--- src/rtl/imm_extend_if.sv ---
// imm_extend_if: start/busy/done handshake and result bus of the immediate extend unit
interface imm_extend_if;
    logic        Start;
    logic [23:0] Instr;
    logic [2:0]  ImmSrc;
    logic        Busy;
    logic        Done;
    logic [31:0] ExtImm;
    logic        ImmCarry;
    logic        ImmCarryValid;
    logic        IllegalSrc;
    modport master (output Start, Instr, ImmSrc,
                    input  Busy, Done, ExtImm, ImmCarry, ImmCarryValid, IllegalSrc);
    modport slave  (input  Start, Instr, ImmSrc,
                    output Busy, Done, ExtImm, ImmCarry, ImmCarryValid, IllegalSrc);
endinterface

--- src/rtl/imm_extend_unit.sv ---
// imm_extend_unit: multi-cycle ARM immediate decode/extend with iterative or single-cycle rotate
module imm_extend_unit #(
    parameter int FAST_ROT     = 0,
    parameter int ILLEGAL_ZERO = 1
) (
    input logic         clk,
    input logic         reset,
    imm_extend_if.slave bus
);
    typedef enum logic [1:0] {IDLE, ROT, DONE} state_t;
    state_t      state_q;
    logic [31:0] shreg_q, ext_q, ror2_d, ror_full_d, res_d;
    logic [3:0]  cnt_q;
    logic        busy_q, done_q, carry_q, cv_q, ill_q;
    logic        accept_d, iter_d, legal_d, rotated_d;
    logic [5:0]  sh_d;
    logic [31:0] imm8_d;
    // Decode the live request; only used on the accepting edge, so later input changes are harmless
    always_comb begin
        imm8_d     = {24'b0, bus.Instr[7:0]};
        sh_d       = {1'b0, bus.Instr[11:8], 1'b0};
        ror_full_d = (imm8_d >> sh_d) | (imm8_d << (6'd32 - sh_d));
        ror2_d     = {shreg_q[1:0], shreg_q[31:2]};
        legal_d    = bus.ImmSrc <= 3'd4;
        rotated_d  = bus.ImmSrc == 3'd0 && bus.Instr[11:8] != 4'd0;
        iter_d     = rotated_d && FAST_ROT == 0;
        accept_d   = bus.Start && state_q != ROT;
        res_d      = bus.ImmSrc == 3'd0 ? ror_full_d :
                     bus.ImmSrc == 3'd1 ? {20'b0, bus.Instr[11:0]} :
                     bus.ImmSrc == 3'd2 ? {{6{bus.Instr[23]}}, bus.Instr, 2'b00} :
                     bus.ImmSrc == 3'd3 ? {24'b0, bus.Instr[11:8], bus.Instr[3:0]} :
                                          imm8_d;
    end
    // FSM with registered handshake and result; ROT shifts the captured operand 2 bits per edge
    always_ff @(posedge clk or posedge reset) begin
        if (reset) begin
            state_q <= IDLE;
            shreg_q <= '0;
            cnt_q   <= '0;
            ext_q   <= '0;
            busy_q  <= 1'b0;
            done_q  <= 1'b0;
            carry_q <= 1'b0;
            cv_q    <= 1'b0;
            ill_q   <= 1'b0;
        end else if (state_q == ROT) begin
            shreg_q <= ror2_d;
            cnt_q   <= cnt_q - 4'd1;
            if (cnt_q == 4'd1) begin
                state_q <= DONE;
                ext_q   <= ror2_d;
                carry_q <= ror2_d[31];
                cv_q    <= 1'b1;
                ill_q   <= 1'b0;
                busy_q  <= 1'b0;
                done_q  <= 1'b1;
            end
        end else if (accept_d && iter_d) begin
            state_q <= ROT;
            shreg_q <= imm8_d;
            cnt_q   <= bus.Instr[11:8];
            busy_q  <= 1'b1;
            done_q  <= 1'b0;
        end else if (accept_d) begin
            state_q <= DONE;
            ext_q   <= legal_d ? res_d : (ILLEGAL_ZERO != 0 ? 32'd0 : ext_q);
            carry_q <= rotated_d && res_d[31];
            cv_q    <= rotated_d;
            ill_q   <= !legal_d;
            done_q  <= 1'b1;
        end else begin
            state_q <= IDLE;
            done_q  <= 1'b0;
        end
    end
    assign bus.Busy          = busy_q;
    assign bus.Done          = done_q;
    assign bus.ExtImm        = ext_q;
    assign bus.ImmCarry      = carry_q;
    assign bus.ImmCarryValid = cv_q;
    assign bus.IllegalSrc    = ill_q;
endmodule

--- src/flat_wrapper.sv ---
// flat-port wrapper written by rule: the top's interface ports become plain ports
module imm_extend_unit_flat 
#(
    parameter int FAST_ROT     = 0,
    parameter int ILLEGAL_ZERO = 1
)
  (clk, reset, bus_Start, bus_Instr, bus_ImmSrc, bus_Busy, bus_Done, bus_ExtImm, bus_ImmCarry, bus_ImmCarryValid, bus_IllegalSrc);
  imm_extend_if bus_i ();
  input logic clk;
  input logic reset;
  input wire logic [$bits(bus_i.Start)-1:0] bus_Start;
  input wire logic [$bits(bus_i.Instr)-1:0] bus_Instr;
  input wire logic [$bits(bus_i.ImmSrc)-1:0] bus_ImmSrc;
  output wire logic [$bits(bus_i.Busy)-1:0] bus_Busy;
  output wire logic [$bits(bus_i.Done)-1:0] bus_Done;
  output wire logic [$bits(bus_i.ExtImm)-1:0] bus_ExtImm;
  output wire logic [$bits(bus_i.ImmCarry)-1:0] bus_ImmCarry;
  output wire logic [$bits(bus_i.ImmCarryValid)-1:0] bus_ImmCarryValid;
  output wire logic [$bits(bus_i.IllegalSrc)-1:0] bus_IllegalSrc;
  assign bus_i.Start = bus_Start;
  assign bus_i.Instr = bus_Instr;
  assign bus_i.ImmSrc = bus_ImmSrc;
  assign bus_Busy = bus_i.Busy;
  assign bus_Done = bus_i.Done;
  assign bus_ExtImm = bus_i.ExtImm;
  assign bus_ImmCarry = bus_i.ImmCarry;
  assign bus_ImmCarryValid = bus_i.ImmCarryValid;
  assign bus_IllegalSrc = bus_i.IllegalSrc;
  imm_extend_unit #(.FAST_ROT(FAST_ROT), .ILLEGAL_ZERO(ILLEGAL_ZERO)) u_core (.clk(clk), .reset(reset), .bus(bus_i));
endmodule
--- config.mk ---
export PLATFORM = sky130hd
export DESIGN_NAME = imm_extend_unit_flat
export DESIGN_NICKNAME = d
export VERILOG_FILES = /design/src/rtl/imm_extend_if.sv /design/src/rtl/imm_extend_unit.sv /design/src/flat_wrapper.sv
export SDC_FILE = /design/constraint.sdc
export NUM_CORES = 1
export LEC_CHECK = 0
export BUFFER_PORTS_ARGS = -buffer_cell sky130_fd_sc_hd__buf_4
export CAP_MARGIN = 20
export CORE_UTILIZATION = 55
export CTS_CLUSTER_DIAMETER = 150
export DETAILED_ROUTE_END_ITERATION = 6
export GPL_TIMING_DRIVEN = 0
export PLACE_DENSITY = 0.79
export SLEW_MARGIN = 20
export SYNTH_ARGS = -nofsm -noshare
export SYNTH_HDL_FRONTEND = slang
export SYNTH_SLANG_ARGS = --single-unit
--- constraint.sdc ---
create_clock -name clk -period 2.3 [get_ports clk]
set_input_delay 0.23 -clock clk [delete_from_list [all_inputs] [get_ports clk]]
set_output_delay 0.23 -clock clk [all_outputs]
set_load 0.02 [all_outputs]
==> impl_metrics.env <==
export IMPL_status="finished, final reports clean"
export IMPL_cts_tree="yes"
export IMPL_post_route_drc_count=0
export IMPL_tightest_slew_ns=1.019
export IMPL_yosys_warnings=0
export IMPL_hp_class="input pin to register"
export IMPL_synthTopCellsByArea="dfrtp_1 46%, nand2_1 7.0%, mux2i_1 6.0%"
export IMPL_cts_path_max_buffers=2
export IMPL_insertion_delay_ns=0.35
export IMPL_coreArea_mm2=0.006944
export IMPL_antenna_found_initial=0
export IMPL_drt_iter0_drc=586
export IMPL_ioPinCount=67
export IMPL_overflow=0
export IMPL_grt_pass1_vias=3690
export IMPL_synth_top_family_by_area="compound AO/OA/AOI/OAI gates"
export IMPL_clock_sinks=74
export IMPL_synth_area_mm2=0.004035
export IMPL_met2_usage=0.5653
export IMPL_ys_seq_area_frac=0.4589
export IMPL_synth_compound_area_frac=0.2267
export IMPL_die_w_um=87.66
export IMPL_wl_per_cell_um=21.43
export IMPL_power_frac_seq=0.437
export IMPL_vdd_ir_drop_max_mv=0.5467
export IMPL_muxShareOfSynthArea=0.06512
export IMPL_pwr_share_comb=0.280
export IMPL_die_y_um=87.66
export IMPL_synth_fa_ha_area_frac=0.01178
export IMPL_antennaDiodeCount=0
export IMPL_die_area_mm2=0.007683
export IMPL_hold_ws_ns=0.1205
export IMPL_drt_first_pass_iters=5
export IMPL_worst_setup_path_start_kind="register"
export IMPL_vias=3936
export IMPL_io_buffer_count=63
export IMPL_synth_net_count=470
export IMPL_finalClockSkew_ns=0.01467
export IMPL_drive_gt1_frac=0.2132
export IMPL_rows=30
export IMPL_synth_top_area_cell="dfrtp_1"
export IMPL_synthCells=437
export IMPL_async_reset_ff_frac=1.000
export IMPL_grt_pass1_wl_um=20010
export IMPL_fin_ws_ns=0.1339
export IMPL_fin_util=0.7103
export IMPL_grt_busiest_layer="met2"
export IMPL_layout_common_cells="74 x nand2_1, 74 x dfrtp_1, 64 x buf_4, 30 x nor2_1"
export IMPL_p_clk_frac=0.283
export IMPL_clockRootBuffer="clkbuf_8"
export IMPL_slew_violations=0
export IMPL_synth_edf_count=0
export IMPL_worst_setup_path_end_kind="register"
export IMPL_totalWireLength_um=13110
export IMPL_area_delta_synth_final_pct=22.23
export IMPL_cts_inserted_buffers=9
export IMPL_p_int_mw=2.864
export IMPL_vias_per_cell=6.431
export IMPL_path_class="register to register"
export IMPL_clkSlewWorstSetupHoldPaths_ns=0.08
export IMPL_pre_cts_ws_ns=-0.6136
export IMPL_cap_violations=0
export IMPL_met1_usage=0.4857
export IMPL_path_max_fanout=10
export IMPL_synth_cell_types=58
export IMPL_p_total_mw=4.356
export IMPL_dpl_hpwl_um=9696
export IMPL_synthFlopType="dfrtp_1"
export IMPL_grt_max_degree=46
export IMPL_cellPowerDensity_mw_per_mm2=883.1
export IMPL_arrival_ns=2.40
export IMPL_synth_seq_cells=74
export IMPL_p_switching_mw=1.492
export IMPL_initial_core_util=0.5811
export IMPL_final_nets=544
export IMPL_hold_viol=0
export IMPL_clock_fmax_mhz=461.7
export IMPL_drtAntennaViolNets=0
export IMPL_grt_usage=0.3570
export IMPL_synth_xor_area_frac=0.004341
export IMPL_rsz0062_at_grt="no"
export IMPL_p_sw_frac=0.3424
export IMPL_avgSynthCellArea_um2=9.234
export IMPL_p_leak_nw=2.386
export IMPL_critPathRequiredTime_ns=2.54
export IMPL_synth_top_area_frac=0.4589
export IMPL_finalCriticalPeriod_ns=2.166
export IMPL_h_tree_depth=3
export IMPL_routabilityCongestion=1.020
export IMPL_finalCritPeriodShare=0.9418
export IMPL_reg2reg_slack_ns=0.13
export IMPL_max_slew_margin=0.3178
export IMPL_setup_viol=0
export IMPL_synth_simple_area_share=0.1823
export IMPL_grt_util_met3=0.06598
-- cells in the mapped netlist, types with 3 or more instances --
cell type,instances
nand2_1,75
dfrtp_1,74
nor2_1,30
mux2i_1,24
o21ai_0,24
a21oi_1,21
clkbuf_1,20
a31oi_1,19
a22o_1,13
inv_1,11
and3_1,8
nand2b_1,7
nand3_1,7
nor3_1,7
a222oi_1,6
buf_2,6
nor2b_1,6
o22ai_1,5
a221o_1,4
a22oi_1,4
buf_6,4
nor3b_1,4
a211oi_1,3
a31o_2,3
and2_1,3
ha_1,3
-- area by class of cell --
| class | count | area (um^2) |
|---|---|---|
| plain buffers | 29 | 152.6 |
| clock buffers | 10 | 127.6 |
| clock inverters | 6 | 112.6 |
| fillers | 530 | 2012 |
| inverters | 12 | 50.05 |
| multi-input cells | 319 | 2007 |
| flip-flops and latches | 74 | 1852 |
| well taps | 96 | 120.1 |
| repair buffers | 66 | 510.5 |
-- layer usage --
metal / vias up / routed length, um / share of wire
li1: 1743 / - / -
met4: 0 / 367 / 0.028
met2: 252 / 6071 / 0.46
met1: 1915 / 5392 / 0.41
met3: 26 / 1282 / 0.098
met5: - / 0 / 0
-- worst max-delay path, cell delays in order, from the launching register on --
cell and delay (ns):
dfrtp_1 0.46, ha_1 0.19, nor3b_4 0.38, nand2_2 0.13
and2_1 0.18, buf_6 0.14, inv_4 0.09, buf_6 0.18
o311ai_1 0.16, o21a_1 0.14
-- sequential cells by signal, summed over array words and instances (netlist names) --
name                      count
u_core.state_q                1
u_core.bus.Done               1
u_core.shreg_q               32
u_core.bus.ImmCarryValid      1
u_core.bus.ImmCarry           1
u_core.bus.ExtImm            32
u_core.bus.IllegalSrc         1
u_core.bus.Busy               1
u_core.cnt_q                  4
-- kinds of logic after synthesis --
| kind of cell | Yosys count |
|---|---|
| buffers and inverters | 44 |
| AO/OA/AOI/OAI | 129 |
| flip-flops | 74 |
| adder cells (fa/ha/maj) | 4 |
| AND/OR/NAND/NOR | 158 |
| multiplexers | 26 |
| XOR/XNOR | 2 |
-- worst paths after layout --
check,from,end,cells past startpoint
worst max-delay path,u_core.cnt_q[0],u_core.bus.ExtImm[7],9
worst min-delay path,bus_Instr[18],u_core.bus.ExtImm[20],2
worst max register to register,u_core.cnt_q[0],u_core.bus.ExtImm[7],9
worst min register to register,u_core.bus.Busy,u_core.bus.Busy,2
max in group asynchronous,reset,u_core.shreg_q[26],4
min in group asynchronous,reset,u_core.shreg_q[18],3
-- through the flow --
stage | area [um^2] | cells | TNS [ns]
after floorplan | 4036 | 437 | 0
after global placement | 4629 | 596 | -65.54
after detailed placement | 4652 | 597 | -26.42
after CTS | 4922 | 612 | 0
after global routing | 4932 | 612 | 0
final | 4932 | 612 | 0
-- power groups by stage --
stage	Combinational (mW)	Sequential, mW	Clock, mW
2_1_floorplan	0.624	1.95	0
3_3_place_gp	1.14	1.89	0
3_5_place_dp	1.18	1.91	0
4_1_cts	1.20	1.89	1.23
5_1_grt	1.32	1.93	1.29
6_report	1.22	1.90	1.23
-- repair_timing --
| item | 4_1_cts | 5_1_grt |
|---|---|---|
| hold buffers | 1 | 0 |
| hold endpoints to repair | 29 | 0 |
| gates resized for setup | 6 | 4 |
| pin swaps | 0 | 0 |
| setup endpoints to repair | 56 | 15 |
| buffers inserted | 0 | 1 |
Note: power is estimated with default switching activity, not from simulation.
